--- src/rtl/if_stage.sv ---
// MIPS32 instruction-fetch stage: owns the fetch PC, issues credit-limited word requests
// to instruction memory and queues returned words for decode.
module if_stage #(
  parameter logic [31:0] RESET_PC   = 32'h0000_0000,
  parameter int unsigned FIFO_DEPTH = 2
) (
  input  logic        clk,
  input  logic        rst_n,
  output logic        imem_req,
  output logic [31:0] imem_addr,
  input  logic        imem_gnt,
  input  logic        imem_rvalid,
  input  logic [31:0] imem_rdata,
  input  logic        redirect,
  input  logic [31:0] redirect_pc,
  output logic        id_valid,
  input  logic        id_ready,
  output logic [31:0] Instruction,
  output logic [31:0] id_pc,
  output logic [31:0] id_pc_plus4
);

  localparam int unsigned PtrW = $clog2(FIFO_DEPTH);
  localparam int unsigned CntW = $clog2(FIFO_DEPTH + 1);
  localparam int unsigned SumW = CntW + 1;

  logic [31:0]     fetchPc, respPc;
  logic [31:0]     pcMem    [FIFO_DEPTH];
  logic [31:0]     instrMem [FIFO_DEPTH];
  logic [PtrW-1:0] rdPtr, wrPtr;
  logic [CntW-1:0] count, outstanding, dropCnt;

  logic            pop, grant, rspOk, push;
  logic [SumW-1:0] inFlight;
  logic [31:0]     alignedRedirect;
  logic            unusedBits;

  assign alignedRedirect = {redirect_pc[31:2], 2'b00};
  assign unusedBits      = ^redirect_pc[1:0];

  assign id_valid = (count != '0);
  assign pop      = id_valid & id_ready & ~redirect;

  // Credit includes the same-cycle pop so a full queue draining at 1/cycle keeps fetching.
  assign inFlight = SumW'(outstanding) + SumW'(count) - SumW'(pop);
  assign imem_req = rst_n & ~redirect & (inFlight < SumW'(FIFO_DEPTH));
  assign imem_addr = fetchPc;
  assign grant    = imem_req & imem_gnt;

  // A response with nothing outstanding is a protocol error and is ignored entirely.
  assign rspOk = imem_rvalid & (outstanding != '0);
  assign push  = rspOk & ~redirect & (dropCnt == '0);

  always_ff @(posedge clk) begin
    if (!rst_n) begin
      fetchPc     <= RESET_PC;
      respPc      <= RESET_PC;
      rdPtr       <= '0;
      wrPtr       <= '0;
      count       <= '0;
      outstanding <= '0;
      dropCnt     <= '0;
    end else begin
      outstanding <= outstanding + CntW'(grant) - CntW'(rspOk);
      if (redirect) begin
        fetchPc <= alignedRedirect;
        respPc  <= alignedRedirect;
        rdPtr   <= '0;
        wrPtr   <= '0;
        count   <= '0;
        dropCnt <= outstanding - CntW'(rspOk);
      end else begin
        if (grant) fetchPc <= fetchPc + 32'd4;
        if (rspOk && (dropCnt != '0)) dropCnt <= dropCnt - 1'b1;
        if (push) begin
          wrPtr  <= wrPtr + 1'b1;
          respPc <= respPc + 32'd4;
        end
        if (pop) rdPtr <= rdPtr + 1'b1;
        count <= count + CntW'(push) - CntW'(pop);
      end
    end
  end

  // Queue storage needs no reset: entries are only visible while count is non-zero.
  always_ff @(posedge clk) begin
    if (push) begin
      pcMem[wrPtr]    <= respPc;
      instrMem[wrPtr] <= imem_rdata;
    end
  end

  always_comb begin
    Instruction = '0;
    id_pc       = '0;
    id_pc_plus4 = '0;
    if (id_valid) begin
      Instruction = instrMem[rdPtr];
      id_pc       = pcMem[rdPtr];
      id_pc_plus4 = pcMem[rdPtr] + 32'd4;
    end
  end

endmodule
--- config.mk ---
export PLATFORM = sky130hd
export DESIGN_NAME = if_stage
export DESIGN_NICKNAME = d
export VERILOG_FILES = /design/src/rtl/if_stage.sv
export SDC_FILE = /design/constraint.sdc
export NUM_CORES = 1
export LEC_CHECK = 0
export ABC_AREA = 0
export CORE_MARGIN = 2
export CORE_UTILIZATION = 47
export CTS_CLUSTER_SIZE = 28
export DETAILED_ROUTE_END_ITERATION = 6
export HOLD_SLACK_MARGIN = 0.05
export PLACE_DENSITY = 0.77
export SYNTH_ARGS = -nofsm -noshare
export SYNTH_HDL_FRONTEND = slang
export SYNTH_SLANG_ARGS = --single-unit
--- constraint.sdc ---
create_clock -name clk -period 6.1 [get_ports clk]
set_input_delay 1.22 -clock clk [delete_from_list [all_inputs] [get_ports clk]]
set_output_delay 1.22 -clock clk [all_outputs]
set_load 0.02 [all_outputs]
==> results of run 1 <==
[cell families (layout without fill, tap and decap cells)]
logic type | after synthesis | in the layout | synth area share
and+or+nand+nor | 351 | 351 | 0.185
DFF | 193 | 193 | 0.542
AOI/OAI and AO/OA | 150 | 150 | 0.0995
buffers and inverters | 75 | 250 | 0.0353
muxes | 68 | 68 | 0.0729
xor gates and xnor gates | 55 | 55 | 0.0511
adders and majority gates | 10 | 10 | 0.0141
other | 1 | 6 | 0.000398
[worst paths after layout]
path / startpoint / to / cells past startpoint
max: register / id_pc_plus4[16] / 8
max reg2reg: count[0] / imem_addr[26] / 10
min reg2reg: respPc[31] / pcMem[1][31] / 0
min: respPc[31] / pcMem[1][31] / 0
[placed cells by master, fill, tap and decap left out, drive strengths merged, types with 10 or more instances in the layout]
cell type	synthesis	final
clkbuf	33	17
nand4	30	30
dfxtp	69	69
nor4	10	10
clkdlybuf4s50	0	191
a21oi	47	47
a31oi	15	15
xor2	28	28
o21ai	42	42
inv	18	25
xnor2	27	27
nor2	106	106
nand2	66	66
and2	18	18
nor3	23	23
edfxtp	124	124
nand3	50	50
mux2i	66	66
[power breakdown]
group	switching, mW	internal (mW)	leakage [nW]
Sequential	0.0744	1.49	1.70
Clock	0.509	0.574	0.265
Combinational	0.306	0.227	1.89
Total	0.889	2.29	3.85
[layer usage]
metal  wire, um  vias up  GRT usage
li1           -     3638          -
met1      10900     3573      0.320
met2      10500      418      0.343
met3       2210       34     0.0511
met4        484        0     0.0765
met5          0        -          0
[worst reg2reg max path, stage by stage (launching register included)]
cell and delay, ns:
dfxtp_1 0.35, nor2_4 0.12, inv_1 0.23, and3_1 0.29, fa_1 0.40, xor2_1 0.18
and4_1 0.65, inv_2 0.38, or2_1 0.44, o311a_1 0.32, o31a_1 0.27
[final cells by class]
cell class | count | share of cell area
Sequential cell | 193 | 0.423
Multi-Input combinational cell | 640 | 0.333
Timing Repair Buffer | 200 | 0.164
Clock buffer | 17 | 0.0352
Tap cell | 265 | 0.0274
Clock inverter | 14 | 0.0120
Inverter | 19 | 0.00590
[state kept, by name (all words and copies together) (netlist names), named ones only]
register	flops
dropCnt	2
outstanding	2
count	2
wrPtr	1
pcMem	60
instrMem	64
respPc	30
rdPtr	1
imem_addr	30
[per-stage QoR]
| step | cells | setup WS (ns) | area [um2] |
|---|---|---|---|
| after floorplan | 908 | 1.41 | 9450 |
| final | 1348 | 0.982 | 12100 |
| after CTS | 1348 | 0.910 | 12100 |
| after global placement | 1317 | 1.22 | 11500 |
| after global routing | 1348 | 0.686 | 12100 |
| after detailed placement | 1317 | 1.19 | 11500 |
==> impl_metrics.env, run 1 <==
export IMPL_synth_area_top_cells="edfxtp_1 (40%), dfxtp_1 (15%), mux2i_1 (6.9%)"
export IMPL_hold_path_class="reg2reg"
export IMPL_cp_common_cell="inv_1"
export IMPL_rrSetupSlack_ns=2.36
export IMPL_cts_root_buf="clkbuf_16"
export IMPL_clk_path_buf_depth=2
export IMPL_rsz0062_at_grt="no"
export IMPL_io_pins=200
export IMPL_register_area_um2=5110
export IMPL_crit_required_ns=4.88
export IMPL_grt_max_degree=84
export IMPL_final_util=0.617
export IMPL_critical_path_max_fanout=55
export IMPL_tightest_slew_ns=0.966
export IMPL_cts_resized=0
export IMPL_synth_top_cell_area_share=0.395
export IMPL_tns_ns=0
export IMPL_setup_viol=0
export IMPL_wire_per_inst_um=17.9
export IMPL_critPathCaptureType="primary output"
export IMPL_seq_area_frac_synth=0.542
export IMPL_clock_latency_ns=0.44
export IMPL_gp_congestion=0.862
export IMPL_synth_area_per_cell_um2=10.4
export IMPL_maxSlewViolCount=0
export IMPL_die_y_um=146
export IMPL_grt_ovfl_total=0
export IMPL_dieArea_um2=21200
export IMPL_synth_seq_cells=193
export IMPL_power_mw=3.18
export IMPL_clock_sinks=193
export IMPL_postCtsSetupRepairBufs=0
export IMPL_synth_common_cells="edfxtp_1 (124), nor2_1 (106), dfxtp_1 (69)"
export IMPL_synth_cell_type_count=64
export IMPL_clk_pin_slew_ns=0.07
export IMPL_grtUsageTotal=0.225
export IMPL_drtIter0Drc=581
export IMPL_hold_viol_final=0
export IMPL_grt_pass1_vias=7188
export IMPL_async_flop_share=0
export IMPL_route_vias_total=7663
export IMPL_hpwlAfterDp_mm=16.9
export IMPL_portBuffers=191
export IMPL_min_period_ns=5.12
export IMPL_ys_warn_count=0
export IMPL_ant_nets=0
export IMPL_crit_type="reg2out"
export IMPL_clock_skew_ns=0.00842
export IMPL_path_cells="mux2i_1 > inv_1 > ha_1 > inv_1 > a2111oi_4 > nand2_2 > o41ai_1 > clkdlybuf4s50_1"
export IMPL_multi_input_area_um2=4020
export IMPL_irDropWorstVdd_uv=215
export IMPL_final_nets=1151
export IMPL_cts_buffers=17
export IMPL_routed_wl_mm=24.1
export IMPL_syn_cell_area_um2=9420
export IMPL_hold_buffers=0
export IMPL_crit_buf_inv=3
export IMPL_critPathLaunchType="register"
export IMPL_core_area_um2=19600
export IMPL_drt_vias_per_instance=5.68
export IMPL_syn_inst=903
export IMPL_period_share=0.839
export IMPL_ys_flop_type="edfxtp_1"
export IMPL_syn2layout_area_growth_pct=28.3
export IMPL_htreeDepth=4
export IMPL_yosysTopAreaCell="edfxtp_1"
export IMPL_synth_edff_count=124
export IMPL_antenna_found_initial=0
export IMPL_status="complete, no violations"
export IMPL_fp_dieW_um=146
export IMPL_antenna_diode_count=0
export IMPL_fillerInstances=1603
export IMPL_max_slew_margin=0.354
export IMPL_drive_gt1_frac=0.0517
export IMPL_grt_pass1_wl_mm=38.1
export IMPL_cp_slowest_cell="dfxtp_4"
export IMPL_leakagePower_nw=3.85
export IMPL_cts_tree="yes"
export IMPL_drcViolationCount=0
export IMPL_firstDrtPassIters=5
export IMPL_rows=51
export IMPL_yosysMostFrequentCell="edfxtp_1"
export IMPL_start_util=0.481
export IMPL_power_density_nw_per_um2=263
export IMPL_crit_arrival_ns=3.90
export IMPL_whs_ns=0.487
export IMPL_drv_cap=0
export IMPL_fmax_ghz=0.195
export IMPL_path_delay_family="compound AO/OA/AOI/OAI gates"
export IMPL_critical_path_max_stage_delay_ns=0.82
No activity file was read; power rests on OpenSTA's default activity.
==> run 2: changes to the inputs <==
clock period = 4.6 ns   (was 6.1 ns; I/O delays follow)
==> impl_metrics.env, run 2 (synthesized netlist as in run 1, its figures left out) <==
export IMPL_htreeDepth=4
export IMPL_critPathCaptureType="primary output"
export IMPL_tightest_slew_ns=0.891
export IMPL_dieArea_um2=21200
export IMPL_rr_endpoint="imem_addr[26]"
export IMPL_pre_cts_slack_ns=0.493
export IMPL_route_vias_total=7635
export IMPL_cts_tree="yes"
export IMPL_grt_ovfl_total=0
export IMPL_min_period_ns=4.27
export IMPL_grt_pass1_vias=7116
export IMPL_max_slew_margin=0.401
export IMPL_core_area_um2=19600
export IMPL_cts_buffers=17
export IMPL_drive_gt1_frac=0.0612
export IMPL_hold_viol_final=0
export IMPL_maxSlewViolCount=0
export IMPL_critPathLaunchType="register"
export IMPL_fmax_ghz=0.234
export IMPL_period_share=0.929
export IMPL_tns_ns=0
export IMPL_r2r_start="outstanding[1]"
export IMPL_firstDrtPassIters=6
export IMPL_final_common_cell="clkdlybuf4s50_1"
export IMPL_fillerInstances=1600
export IMPL_clock_skew_ns=0.0115
export IMPL_final_nets=1161
export IMPL_power_density_nw_per_um2=348
export IMPL_top_register="instrMem"
export IMPL_clk_pin_slew_ns=0.07
export IMPL_fp_dieW_um=146
export IMPL_io_pins=200
export IMPL_drcViolationCount=0
export IMPL_clock_latency_ns=0.43
export IMPL_hpwlAfterDp_mm=16.9
export IMPL_cts_root_buf="clkbuf_16"
export IMPL_gp_congestion=0.867
export IMPL_drv_cap=0
export IMPL_antenna_diode_count=0
export IMPL_critical_path_max_fanout=54
export IMPL_rrSetupSlack_ns=1.66
export IMPL_syn2layout_area_growth_pct=29.4
export IMPL_register_area_um2=5110
export IMPL_setup_ws_ns=0.328
export IMPL_irDropWorstVdd_uv=313
export IMPL_whs_ns=0.494
export IMPL_cts_resized=0
export IMPL_grt_max_degree=84
export IMPL_setup_viol=0
export IMPL_final_util=0.622
export IMPL_antenna_found_initial=0
export IMPL_final_cell_mix="clkdlybuf4s50_1 (191), edfxtp_1 (124), nor2_1 (105)"
export IMPL_portBuffers=191
export IMPL_largest_reg_flops=64
export IMPL_clock_sinks=193
export IMPL_start_util=0.481
export IMPL_r2r_cells=9
export IMPL_crit_end="id_pc_plus4[25]"
export IMPL_grt_pass1_wl_mm=37.7
export IMPL_leakagePower_nw=3.93
export IMPL_ant_nets=0
export IMPL_status="complete, no violations"
export IMPL_crit_type="reg2out"
export IMPL_hold_path_class="reg2reg"
export IMPL_routed_wl_mm=23.5
export IMPL_clk_path_buf_depth=2
export IMPL_multi_input_area_um2=4020
export IMPL_rsz0062_at_grt="no"
export IMPL_reg_top3="instrMem x64, pcMem x60"
export IMPL_grtUsageTotal=0.222
export IMPL_drtIter0Drc=629
export IMPL_crit_arrival_ns=3.35
export IMPL_wire_per_inst_um=17.3
export IMPL_die_y_um=146
export IMPL_drt_vias_per_instance=5.62
export IMPL_rows=51
export IMPL_crit_required_ns=3.68
-- run 2: cell types whose count changed in the layout (fill, tap and decap cells not counted), sizes merged --
cell / delta
clkinv: +1
inv: +3
clkinvlp: -3
buf: +10
-- run 2: critical path: stages, from the launching register on --
cell             delay, ns
dfxtp_4               0.38
buf_12                0.27
mux2i_2               0.20
nor3_1                0.45
nand3_1               0.40
o31a_1                0.39
nor3_1                0.16
clkdlybuf4s50_1       0.66
-- run 2: timing repair --
action / CTS / global route
setup endpoints to repair: 0 / 1
hold buffers: 0 / 0
setup buffers: 0 / 4
-- run 2: layout make-up --
type                       count  share of cell area
multi-input combinational    640               0.330
timing repair buffer         210               0.170
tap                          265              0.0272
inverter                      19             0.00585
sequential                   193               0.419
clock inverter                15              0.0134
clock buffer                  17              0.0349
-- run 2: report_power, final --
part	internal, mW	leakage (nW)	switching (mW)
logic	0.308	1.94	0.407
clock network	0.775	0.286	0.692
registers	1.97	1.70	0.0939
-- run 2: per-layer routing --
| layer | up-vias | track usage | routed length, um |
|---|---|---|---|
| li1 | 3663 | - | - |
| met1 | 3569 | 0.316 | 10500 |
| met2 | 370 | 0.341 | 10400 |
| met3 | 33 | 0.0580 | 2220 |
| met4 | 0 | 0.0569 | 399 |
| met5 | - | 0 | 0 |
-- run 2: worst min-delay path by stage --
stage                from           end  slack (ns)  cells past startpoint
2_1_floorplan  respPc[24]  pcMem[0][24]        0.43                      0
3_3_place_gp   respPc[11]  pcMem[0][11]        0.46                      0
3_5_place_dp   respPc[31]  pcMem[1][31]        0.48                      0
4_1_cts        respPc[31]  pcMem[0][31]        0.50                      0
5_1_grt        respPc[31]  pcMem[1][31]        0.51                      0
6_report       respPc[31]  pcMem[0][31]        0.49                      0
-- run 2: through the flow --
stage	std cells	area, um2	power (mW)
3_5_place_dp	1323	11600	2.81
3_3_place_gp	1323	11600	2.80
6_report	1359	12200	4.25
2_1_floorplan	908	9450	2.52
4_1_cts	1355	12200	4.27
5_1_grt	1359	12200	4.43
==> run 3: changes to the inputs <==
CORE_MARGIN = not set   (was 2)
CORE_UTILIZATION = 55   (was 47)
PLACE_DENSITY = 0.84   (was 0.77)
clock period = 5.2 ns   (was 4.6 ns; I/O delays follow)
==> impl_metrics.env, run 3 (synthesized netlist as in run 1, its figures left out) <==
export IMPL_portBuffers=191
export IMPL_hold_viol_final=0
export IMPL_r2r_cells=12
export IMPL_crit_type="reg2out"
export IMPL_core_area_um2=16600
export IMPL_hold_depth=0
export IMPL_route_vias_total=7708
export IMPL_grt_ovfl_total=0
export IMPL_clk_path_buf_depth=2
export IMPL_largest_reg_flops=64
export IMPL_power_density_nw_per_um2=318
export IMPL_register_area_um2=5110
export IMPL_min_period_ns=4.76
export IMPL_whs_ns=0.488
export IMPL_antenna_diode_count=0
export IMPL_hold_buffers=0
export IMPL_final_common_cell="clkdlybuf4s50_1"
export IMPL_drtIter0Drc=730
export IMPL_status="complete, no violations"
export IMPL_postCtsSetupRepairBufs=0
export IMPL_top_register="instrMem"
export IMPL_grtUsageTotal=0.275
export IMPL_gp_congestion=0.888
export IMPL_cts_root_buf="clkbuf_16"
export IMPL_die_y_um=133
export IMPL_power_mw=3.86
export IMPL_fillerInstances=1129
export IMPL_setup_viol=0
export IMPL_rows=47
export IMPL_critical_path_max_fanout=49
export IMPL_leakagePower_nw=3.92
export IMPL_antenna_found_initial=0
export IMPL_final_nets=1156
export IMPL_clk_pin_slew_ns=0.07
export IMPL_drt_vias_per_instance=5.89
export IMPL_tightest_slew_ns=0.912
export IMPL_dieArea_um2=17700
export IMPL_reg_top3="instrMem x64, pcMem x60"
export IMPL_firstDrtPassIters=5
export IMPL_max_slew_margin=0.390
export IMPL_drv_cap=0
export IMPL_clock_sinks=193
export IMPL_clock_latency_ns=0.43
export IMPL_critPathLaunchType="register"
export IMPL_tns_ns=0
export IMPL_maxSlewViolCount=0
export IMPL_ant_nets=0
export IMPL_critPathCaptureType="primary output"
export IMPL_clock_skew_ns=0.00630
export IMPL_io_pins=200
export IMPL_cts_tree="yes"
export IMPL_irDropWorstVdd_uv=224
export IMPL_final_cell_mix="clkdlybuf4s50_1 (191), edfxtp_1 (124), nor2_1 (105)"
export IMPL_wire_per_inst_um=18.3
export IMPL_drive_gt1_frac=0.0560
export IMPL_crit_required_ns=4.16
export IMPL_crit_arrival_ns=3.72
export IMPL_syn2layout_area_growth_pct=28.7
export IMPL_cts_buffers=17
export IMPL_grt_pass1_vias=7249
export IMPL_drcViolationCount=0
export IMPL_fp_dieW_um=133
export IMPL_multi_input_area_um2=4020
export IMPL_grt_pass1_wl_mm=38.2
export IMPL_cts_resized=0
export IMPL_fmax_ghz=0.210
export IMPL_routed_wl_mm=24.0
export IMPL_hold_path_class="reg2reg"
export IMPL_start_util=0.566
export IMPL_period_share=0.916
export IMPL_htreeDepth=4
export IMPL_rsz0062_at_grt="no"
export IMPL_grt_max_degree=84
export IMPL_hpwlAfterDp_mm=17.0
run 3: cell types whose count changed in the layout (fill, tap and decap cells not counted):
cell       delta
buf_12        -1
buf_4         -4
bufinv_16     +3
clkinv_1      +1
clkinv_4      +3
clkinv_8      -1
inv_6         -3
inv_8         -3
run 3: metrics by stage:
stage	utilization	worst slack (ns)	cell area [um2]	cells
after floorplan	-	0.688	9450	908
after global placement	0.691	0.879	11500	1277
after detailed placement	0.691	0.846	11500	1277
after CTS	0.729	0.454	12100	1309
after global routing	0.729	0.141	12100	1309
final	0.729	0.438	12100	1309
run 3: final timing paths:
| path | from | to | slack [ns] |
|---|---|---|---|
| hold / removal | respPc[31] | pcMem[0][31] | 0.49 |
| setup / recovery | register | id_pc_plus4[31] | 0.44 |
| setup reg to reg | count[0] | imem_addr[22] | 2.02 |
| hold reg to reg | respPc[31] | pcMem[0][31] | 0.49 |
run 3: cell type report:
cell class                 count  share of cell area
clock buffer                  17              0.0351
clock inverter                15              0.0171
inverter                      19             0.00588
multi-input combinational    640               0.332
sequential                   193               0.421
tap                          220              0.0227
timing repair buffer         205               0.166
run 3: critical path, cell delays in order (launching register included):
cell             delay, ns
dfxtp_4               0.76
buf_4                 0.40
nand4_1               0.16
a21oi_1               0.48
nand4b_1              0.28
o31a_1                0.35
nor3_1                0.17
clkdlybuf4s50_1       0.64
run 3: metal layers:
layer / vias up / routed length, um / GRT usage
li1: 3639 / - / -
met2: 384 / 11300 / 0.445
met1: 3650 / 10300 / 0.375
met3: 35 / 2130 / 0.0571
met4: 0 / 351 / 0.0792
met5: - / 0 / 0
run 3: where the power goes:
| part | internal (mW) | leakage, nW | switching [mW] | total, mW |
|---|---|---|---|---|
| Sequential | 1.74 | 1.70 | 0.0904 | 1.83 |
| Combinational | 0.271 | 1.91 | 0.362 | 0.633 |
| Clock | 0.812 | 0.304 | 0.577 | 1.39 |
| Total | 2.83 | 3.92 | 1.03 | 3.86 |
